## src/rtl/rr_prio_enc.sv

```systemverilog
// rr_prio_enc: registered priority encoder with a valid/ready handshake on
// both sides. It selects either the highest set index (MODE=0) or the first
// set bit at or after a rotating pointer (MODE=1). There is a single output
// register stage and no skid buffer, so req_ready follows the output slot.
module rr_prio_enc #(
    parameter int CODE_WIDTH = 2,
    parameter int MODE       = 1
) (
    input  logic                    clk,
    input  logic                    rst_n,
    input  logic [2**CODE_WIDTH-1:0] req_data,
    input  logic                    req_valid,
    output logic                    req_ready,
    output logic [CODE_WIDTH-1:0]   code,
    output logic                    code_none,
    output logic                    code_valid,
    input  logic                    code_ready
);

    localparam int N = 2**CODE_WIDTH;

    logic [CODE_WIDTH-1:0] code_reg;
    logic                  code_none_reg;
    logic                  code_valid_reg;
    logic [CODE_WIDTH-1:0] ptr_reg;

    logic [CODE_WIDTH-1:0] code_next;
    logic                  code_none_next;
    logic [CODE_WIDTH-1:0] ptr_next;

    logic                  accept;
    logic                  any_req;

    // Request vector rotated so that bit 0 is the bit the pointer selects.
    logic [CODE_WIDTH-1:0] rot_idx [N];
    logic [N-1:0]          rot_req;

    logic [CODE_WIDTH-1:0] fp_code;
    logic [CODE_WIDTH-1:0] rr_offset;
    logic [CODE_WIDTH-1:0] rr_code;

    assign req_ready = !code_valid_reg || code_ready;
    assign accept    = req_valid && req_ready;
    assign any_req   = |req_data;

    // Each rotated position maps back to (position + ptr) mod N. The modulo
    // comes for free from the CODE_WIDTH-bit add.
    generate
        for (genvar gi = 0; gi < N; gi++) begin : g_rot
            assign rot_idx[gi] = CODE_WIDTH'(gi) + ptr_reg;
            assign rot_req[gi] = req_data[rot_idx[gi]];
        end
    endgenerate

    // Fixed priority: the highest set index wins. The ascending scan lets
    // later (higher) bits override earlier ones.
    always_comb begin
        fp_code = '0;
        for (int i = 0; i < N; i++) begin
            if (req_data[i]) begin
                fp_code = CODE_WIDTH'(i);
            end
        end
    end

    // Round-robin: the lowest set bit of the rotated vector is the first
    // request found when scanning from ptr upward with wrap-around.
    always_comb begin
        rr_offset = '0;
        for (int i = N - 1; i >= 0; i--) begin
            if (rot_req[i]) begin
                rr_offset = CODE_WIDTH'(i);
            end
        end
        rr_code = rr_offset + ptr_reg;
    end

    // Result selection and pointer advance. An all-zero vector reports
    // code 0 with code_none set and leaves the pointer where it was.
    always_comb begin
        code_next      = '0;
        code_none_next = !any_req;
        ptr_next       = ptr_reg;
        if (any_req) begin
            code_next = (MODE == 1) ? rr_code : fp_code;
            if (MODE == 1) begin
                ptr_next = rr_code + CODE_WIDTH'(1);
            end
        end
        if (MODE != 1) begin
            ptr_next = '0;
        end
    end

    // Output stage: load on accept, drop valid when consumed with nothing new.
    always_ff @(posedge clk or negedge rst_n) begin
        if (!rst_n) begin
            code_reg       <= '0;
            code_none_reg  <= 1'b0;
            code_valid_reg <= 1'b0;
            ptr_reg        <= '0;
        end else if (accept) begin
            code_reg       <= code_next;
            code_none_reg  <= code_none_next;
            code_valid_reg <= 1'b1;
            ptr_reg        <= ptr_next;
        end else if (code_ready) begin
            code_valid_reg <= 1'b0;
        end
    end

    assign code       = code_reg;
    assign code_none  = code_none_reg;
    assign code_valid = code_valid_reg;

endmodule

```

## config.mk

```make
export PLATFORM = sky130hd
export DESIGN_NAME = rr_prio_enc
export DESIGN_NICKNAME = d
export VERILOG_FILES = /design/src/rtl/rr_prio_enc.sv
export SDC_FILE = /design/constraint.sdc
export NUM_CORES = 1
export LEC_CHECK = 0
export BUFFER_PORTS_ARGS = -buffer_cell sky130_fd_sc_hd__buf_2
export CAP_MARGIN = 10
export CORE_AREA = 2 2 39 41
export DETAILED_ROUTE_END_ITERATION = 8
export DIE_AREA = 0 0 41 43
export PLACE_DENSITY = 0.6
export SLEW_MARGIN = 20
export SYNTH_ARGS = -nofsm -noshare
export SYNTH_HDL_FRONTEND = slang
export SYNTH_SLANG_ARGS = --single-unit
```

## constraint.sdc

```tcl
create_clock -name clk -period 5 [get_ports clk]
set_input_delay 1 -clock clk [delete_from_list [all_inputs] [get_ports clk]]
set_output_delay 1 -clock clk [all_outputs]
set_load 0.01 [all_outputs]
```

# After elaboration in Yosys (flattened, before gate mapping)
# Cells that the tools add are included.
# word_totals
in_bits,8
output_inout_bits,5
elab_cells,35
regBits,6
# classes
n_reduce_logical,7
n_lt_le_gt_ge,4
n_addsub,5
n_mux,15
# ops
operator,n
< comparator 2 x 3 -> 1 bit (second input constant),4
2-to-1 mux 2 bit,5
binary-select mux 1 bit (select 2 bit),4
2-to-1 mux 1 bit,6
adder 2 bit (first input constant),2
OR reduction 4 bit,1
adder 1 x 2 -> 2 bit (first input constant),1
adder 2 x 1 -> 2 bit (second input constant),1
adder 2 bit,1
zero test 1 bit,2
AND reduction 2 bit,1
nonzero test 2 bit,1
logical AND 1 bit,1
logical OR 1 bit,1

# Longest topological paths before layout
# Gate-level depths: netlist of run 1.
# depth
depth_word,9
mapped_depth,11
depth_no_buf,10

# Worst setup path before layout of run 1
# No wires, ideal clock.
# synth_path
kind,input -> register
from,in req_data[3]
to,reg ptr_reg[1]
stages,10
setup_time_ps,123
required_time_ps,4877
t_arrival_ps,2425
path_buffers,0
path_slack_ps,2452
path_cell_list,nor2b_1 a21oi_1 nor2_1 a211oi_1 a21oi_1 ha_1 xnor2_1 nor4_1 o21ai_2 xnor2_1
# synth_between
elab_chain_len,8
elab_cells_between_ends,16
cone_classes,add/sub (2); mux (12); reduce/logical (2)
# synth_rtl
item,line_no,rtl
from (decl),11,"input logic [2**CODE_WIDTH-1:0] req_data,"
binary-select mux 1 bit (select 2 bit),51,assign rot_req[gi] = req_data[rot_idx[gi]];
2-to-1 mux 1 bit (implied by the code),51,
2-to-1 mux 2 bit (4 in a row),71,if (rot_req[i]) begin
adder 2 bit,75,rr_code = rr_offset + ptr_reg;
adder 2 x 1 -> 2 bit,87,ptr_next = rr_code + CODE_WIDTH'(1);
to (signal assigned),106,ptr_reg <= ptr_next;
to (decl),25,logic [CODE_WIDTH-1:0] ptr_reg;
# Several ways; a longest one is shown, not always the timed one. The select of a mux whose other input is x is not followed.
# A chain may end at the register's enable or synchronous reset.

# Worst setup path in the final report of run 1
# Same ends and word-level chain as after synthesis.

==> flow_metrics.py, run 1 <==
metrics = {
    "route": {
        "vias_per_cell": 4.949,
        "drc": 0,
        "drt_iter0_drc": 5,
        "drt_first_pass_iters": 2,
        "routed_wl_um": 895,
        "routedWlPerCell_um": 11.33,
        "num_vias": 391,
        "ant_nets": 0,
    },
    "floorplan": {
        "die-area_um2": 1763,
        "chipWidth_um": 41,
        "fp.dieH_um": 43,
        "pin_count": 13,
        "initial_core_util_pct": 32.64,
        "rows": 14,
        "core_um2": 1384,
    },
    "global_routing": {
        "grt_max_degree": 13,
        "antenna_found_initial": 0,
        "grt_pass1_vias": 336,
        "grt_pass1_wl_mm": 1.428,
        "grt_use_total_pct": 11.75,
        "grt_overflow": 0,
    },
    "worst_setup_path": {
        "cp-start-kind": "input pin",
        "cp.arrival_ns": 2.67,
        "worstPathRequired_ns": 5.12,
        "crit_fanout": 7,
        "startpoint": "req_data[3]",
        "endpoint_kind": "register",
        "reg2reg_slack_ns": 2.80,
        "r2r-start": "ptr_reg[1]",
        "r2r-end": "ptr_reg[1]",
        "critPathKind": "input pin to register",
        "reg2regPathDepth": 10,
    },
    "timing": {
        "finalHoldViolations": 0,
        "tns_ns": 0,
        "setup_viol": 0,
        "period_needed_ns": 2.556,
        "setup_ws_ns": 2.444,
        "drv_slew": 0,
        "min_period_over_period_pct": 51.12,
        "rsz0062_at_grt": "no",
        "slew_headroom_pct": 74.31,
        "finClkSkew_ns": 0.0008697,
        "fmax_mhz": 391.2,
        "worst_pin_slew_ns": 0.3818,
    },
    "synth": {
        "synth.most_common_cell": "dfrtp_1",
        "synth_top_family_by_area": "simple AND/OR/NAND/NOR gates",
        "synth_adder_area_share_pct": 2.770,
        "async_flop_share_pct": 100.0,
        "synth-edff-count": 0,
        "synth.avg_cell_area_um2": 9.218,
        "syn-num-nets": 58,
        "synthTopCellsByCount": "dfrtp_1 (6), a21oi_1 (5), nand2b_1 (4), nor2_1 (4)",
        "yosysTopAreaCell": "dfrtp_1",
        "synth_compound_area_share_pct": 22.99,
        "synthSimpleGateAreaFrac_pct": 27.42,
        "synth_xor_area_share_pct": 7.756,
        "synthTopCellsByArea": "dfrtp_1 (33%), xnor2_1 (5.8%), a21oi_1 (5.5%), nand2b_1 (5.5%), a21oi_2 (3.9%)",
        "syn_area_um2": 451.7,
        "synth_ff_type": "dfrtp_1",
        "muxShareOfSynthArea_pct": 2.493,
        "ys_warn_count": 0,
        "ys_types": 25,
        "ys_ff_latch": 6,
        "synth_top_area_share_pct": 33.24,
        "yosysSeqAreaShare_pct": 33.24,
        "syn_inst": 49,
    },
    "hold_path": {
        "min_path_cells": 1,
        "hold_path.class": "register to register",
        "worstHoldStart": "code_none",
        "min_delay_worst_endpoint": "code_none",
    },
    "power_and_ir_drop": {
        "power.leakage_nw": 0.2320,
        "powerDensity_nw_per_um2": 511.8,
        "ir_drop_mv": 0.2485,
        "fin_total_pwr_uw": 277.9,
    },
    "cts": {
        "worstSkewPairLatency_ns": 0.24,
        "ctsResizeCount": 0,
        "holdBufCountCts": 0,
        "post_cts_buffers": 0,
        "htreeDepth": 1,
        "cts_buffers": 3,
        "clock-sinks": 6,
        "clockBufferDepth": 2,
        "root_buffer": "clkbuf_4",
        "cts_tree": "yes",
        "cts.reportedPaths.clkPinSlew_ns": 0.05,
    },
    "place": {
        "dp_slack_ns": 2.158,
        "dp_hpwl_um": 696.4,
        "io_buffers": 12,
        "place_congestion": 0.7678,
    },
    "layout": {
        "drive_above_1_share_pct": 38.10,
        "antenna_cells": 0,
        "area_growth_pct": 20.22,
        "fin_nets": 74,
    },
    "status": {
        "status": "finished, final reports clean",
    },
    "job": {
        "drv_cap": 0,
    },
}
worst max-delay path: stages:
cell and delay, ns:
buf_2 0.13, nor2b_1 0.14, a21oi_1 0.12, nor2_1 0.05, a211oi_1 0.20, a21oi_1 0.07
ha_1 0.32, xnor2_1 0.16, nor4_1 0.24, o21ai_2 0.11, xnor2_1 0.13
where the power goes:
group | internal [mW] | total [mW] | switching, mW
clock | 0.0272 | 0.0451 | 0.0179
sequential | 0.0659 | 0.0912 | 0.0252
combinational | 0.0744 | 0.142 | 0.0672
total | 0.168 | 0.278 | 0.110
metal layers:
metal  part of all wire (%)  vias to the layer above  global-route usage (%)  wire, um
met2                     40                       14                   15.63       355
li1                       -                      209                       -         -
met3                    6.5                        2                   1.571        58
met1                     52                      166                   17.88       461
met5                      0                        -                       0         0
met4                    2.1                        0                   6.000        19
kinds of logic (layout without fill, tap and decap cells):
kind of cell / count (synthesis) / after routing
buf+inv: 2 / 16
compound gates: 14 / 14
mux: 1 / 1
xor+xnor: 4 / 4
simple gates: 21 / 21
fa+ha+maj: 1 / 1
flops: 6 / 6
worst max path at each step:
stage	to	slack [ns]	cells after the start
after floorplan	ptr_reg[1]	2.45	10
after global placement	ptr_reg[1]	2.19	11
after detailed placement	ptr_reg[1]	2.16	11
after CTS	ptr_reg[1]	2.43	11
after global routing	ptr_reg[1]	2.22	11
final	ptr_reg[1]	2.44	11
stage by stage:
step	utilization [%]	instances	hold WS, ns	instance area (um^2)
3_3_place_gp	37.61	76	0.4892	520.5
4_1_cts	39.24	79	0.5048	543.0
2_1_floorplan	-	49	0.5436	451.7
5_1_grt	39.24	79	0.5165	543.0
3_5_place_dp	37.61	76	0.4929	520.5
6_report	39.24	79	0.5053	543.0
layout make-up:
type,instances,area [um^2]
Clock buffer,3,22.52
Fill cell,139,840.8
Inverter,1,3.754
Multi-Input combinational cell,41,286.5
Sequential cell,6,150.1
Tap cell,16,20.02
Timing Repair Buffer,12,60.06
placed cells by master, fill, tap and decap left out, drive strengths merged, types with 2 or more instances in the layout:
master / Yosys / final
a22o: 2 / 2
nand3b: 2 / 2
nand2: 3 / 3
nand2b: 4 / 4
xnor2: 3 / 3
clkbuf: 0 / 3
o21ai: 2 / 2
or3b: 3 / 3
nor2: 4 / 4
a211oi: 2 / 2
dfrtp: 6 / 6
buf: 1 / 12
a21oi: 7 / 7
nor4: 2 / 2
(Power assumes the default switching activity.)
==> run 2, diff against run 1 <==
--- a/config.mk
+++ b/config.mk
@@ -5,12 +5,13 @@
 export SDC_FILE = /design/constraint.sdc
 export NUM_CORES = 1
 export LEC_CHECK = 0
+export ABC_AREA = 1
 export BUFFER_PORTS_ARGS = -buffer_cell sky130_fd_sc_hd__buf_2
 export CAP_MARGIN = 10
 export CORE_AREA = 2 2 39 41
 export DETAILED_ROUTE_END_ITERATION = 8
 export DIE_AREA = 0 0 41 43
-export PLACE_DENSITY = 0.6
+export PLACE_DENSITY = 0.67
 export SLEW_MARGIN = 20
 export SYNTH_ARGS = -nofsm -noshare
 export SYNTH_HDL_FRONTEND = slang
==> constraint.sdc (replaced) <==
create_clock -name clk -period 2.43 [get_ports clk]
set_input_delay 0.486 -clock clk [delete_from_list [all_inputs] [get_ports clk]]
set_output_delay 0.486 -clock clk [all_outputs]
set_load 0.01 [all_outputs]
==> flow_metrics.py, run 2 <==
metrics = {
    "synth": {
        "syn_inst": 79,
        "synth_ff_type": "dfrtp_1",
        "yosysSeqAreaShare_pct": 28.10,
        "syn_area_um2": 534.3,
        "yosysTopAreaCell": "dfrtp_1",
        "async_flop_share_pct": 100.0,
        "ys_ff_latch": 6,
        "ys_warn_count": 0,
        "synth.most_common_cell": "nand2_1",
        "syn-num-nets": 88,
        "synthTopCellsByArea": "dfrtp_1 (28%), nand2_1 (27%), nand2_2 (11%), a41oi_4 (5.2%), nand2_4 (4.2%)",
        "synth_top_area_share_pct": 28.10,
        "ys_types": 19,
        "synthTopCellsByCount": "nand2_1 (38), nand2_2 (9), dfrtp_1 (6), inv_1 (5), nand3_1 (4)",
        "synth.avg_cell_area_um2": 6.763,
        "synth-edff-count": 0,
    },
    "place": {
        "dpl_cell_area_um2": 603.1,
        "place_congestion": 0.6487,
        "io_buffers": 12,
        "dp_hpwl_um": 792.3,
        "dp_slack_ns": 0.4034,
    },
    "worst_setup_path": {
        "cpMostUsedCell": "nand2_1",
        "crit_slowest_cell": "dfrtp_1",
        "cp_top_family": "simple AND/OR/NAND/NOR gates",
        "cp_slowest_stage_delay_ns": 0.60,
        "reg2reg_slack_ns": 0.43,
        "r2r-start": "ptr_reg[0]",
        "cp_num_buf_inv": 1,
        "endpoint_kind": "register",
        "worstPathRequired_ns": 2.56,
        "cp.arrival_ns": 2.13,
        "reg2regPathDepth": 14,
        "critPathKind": "register to register",
        "cp-start-kind": "register",
        "r2r-end": "ptr_reg[1]",
        "crit_chain": "inv_6 -> nand2_1 -> nand2_1 -> nand2_2 -> nand2_2 -> a31oi_1 -> nor2_1 -> ha_1 -> xnor2_1 -> nand3_1 -> nand2_1 -> nand2_1 -> nand2_1 -> nand2_1",
        "crit_fanout": 11,
    },
    "floorplan": {
        "rows": 14,
        "core_um2": 1384,
        "initial_core_util_pct": 38.61,
        "pin_count": 13,
        "fp.dieH_um": 43,
        "chipWidth_um": 41,
        "die-area_um2": 1763,
    },
    "power_and_ir_drop": {
        "intPower_uw": 396.6,
        "ir_drop_mv": 0.6863,
        "p_sw_share_pct": 49.89,
        "seq_power_share_pct": 24.7,
        "p_clk_share_pct": 11.3,
        "powerDensity_nw_per_um2": 1265,
        "power.leakage_nw": 0.3615,
        "switching_power_uw": 394.9,
        "combPwrFrac_pct": 64.0,
        "fin_total_pwr_uw": 791.5,
    },
    "cts": {
        "root_buffer": "clkbuf_4",
        "clockBufferDepth": 2,
        "clock-sinks": 6,
        "worstSkewPairLatency_ns": 0.24,
        "post_cts_buffers": 0,
        "cts_tree": "yes",
        "cts.reportedPaths.clkPinSlew_ns": 0.04,
        "holdBufCountCts": 0,
        "cts_buffers": 3,
        "ctsResizeCount": 0,
        "htreeDepth": 1,
    },
    "timing": {
        "min_period_over_period_pct": 82.33,
        "setup_ws_ns": 0.4293,
        "rsz0062_at_grt": "no",
        "tns_ns": 0,
        "fmax_mhz": 499.8,
        "worst_pin_slew_ns": 0.4345,
        "finalHoldViolations": 0,
        "period_needed_ns": 2.001,
        "slew_headroom_pct": 71.03,
        "setup_viol": 0,
        "finClkSkew_ns": 0.003170,
        "drv_slew": 0,
    },
    "route": {
        "routed_wl_um": 982,
        "drt_iter0_drc": 3,
        "num_vias": 506,
        "drt_first_pass_iters": 4,
        "vias_per_cell": 4.642,
        "drc": 0,
        "ant_nets": 0,
        "routedWlPerCell_um": 9.009,
    },
    "job": {
        "drv_cap": 0,
    },
    "hold_path": {
        "hold_path.class": "input pin to asynchronous set/reset pin",
    },
    "layout": {
        "area_growth_pct": 17.10,
        "fin_nets": 104,
        "fin_area_um2": 625.6,
        "final_common_cell": "nand2_1",
        "final_cell_mix": "nand2_1 (38), buf_2 (12), nand2_2 (9), dfrtp_1 (6), inv_1 (5)",
        "antenna_cells": 0,
        "drive_above_1_share_pct": 34.41,
    },
    "global_routing": {
        "grt_pass1_vias": 483,
        "grt_pass1_wl_mm": 1.752,
        "grt_overflow": 0,
        "antenna_found_initial": 0,
        "grt_max_degree": 12,
        "grt_use_total_pct": 14.29,
    },
    "status": {
        "status": "finished, final reports clean",
    },
}
## run 2: cell families (layout without fill, tap and decap cells)
group	after synthesis	in the layout	share of synthesized area [%]
AOI/OAI and AO/OA	5	5	9.602
xor gates and xnor gates	1	1	1.640
adders and majority gates	1	1	2.342
buffers and inverters	10	24	9.602
DFF	6	6	28.10
and+or+nand+nor	56	56	48.71
## run 2: per-layer routing
metal	GRT usage, %	part of all wire (%)	vias to the layer above	wire [um]
met5	0	0	-	0
met4	8.000	0	0	0
li1	-	-	271	-
met3	1.571	5.3	0	52
met1	17.88	45	224	440
met2	22.50	50	11	490
## run 2: final cells by class
cell class | instances | area, um^2
clock buffers | 3 | 22.52
inverters | 9 | 40.04
well taps | 16 | 20.02
repair buffers | 12 | 60.06
multi-input cells | 63 | 332.8
flip-flops and latches | 6 | 150.1
fillers | 156 | 758.2
## run 2: worst max-delay path by stage
| stage | start | endpoint | cells past startpoint |
|---|---|---|---|
| floorplan | req_data[0] | ptr_reg[1] | 13 |
| global placement | req_data[0] | ptr_reg[1] | 14 |
| CTS | ptr_reg[0] | ptr_reg[1] | 14 |
| detailed placement | ptr_reg[0] | ptr_reg[1] | 14 |
| finish | ptr_reg[0] | ptr_reg[1] | 14 |
| global route | ptr_reg[0] | ptr_reg[1] | 14 |
## run 2: worst register-to-register path, cell delays in order, from the launching register on
cell,delay [ns]
dfrtp_1,0.60
inv_6,0.08
nand2_1,0.08
nand2_1,0.07
nand2_2,0.07
nand2_2,0.06
a31oi_1,0.15
nor2_1,0.06
ha_1,0.18
xnor2_1,0.18
nand3_1,0.10
nand2_1,0.09
nand2_1,0.07
nand2_1,0.06
nand2_1,0.04
## run 2: through the flow
stage	utilization (%)	std cells	hold WS, ns
CTS	45.21	109	0.04392
floorplan	-	79	0.1904
global route	45.21	109	0.05706
finish	45.21	109	0.05586
detailed placement	43.58	106	0.3145
global placement	43.58	106	0.3137
## run 2: power groups by stage
stage / Clock, mW / Combinational, mW / Sequential [mW]
2_1_floorplan: 0 / 0.452 / 0.177
3_3_place_gp: 0 / 0.499 / 0.195
3_5_place_dp: 0 / 0.514 / 0.197
4_1_cts: 0.0969 / 0.515 / 0.197
5_1_grt: 0.103 / 0.597 / 0.203
6_report: 0.0895 / 0.506 / 0.196
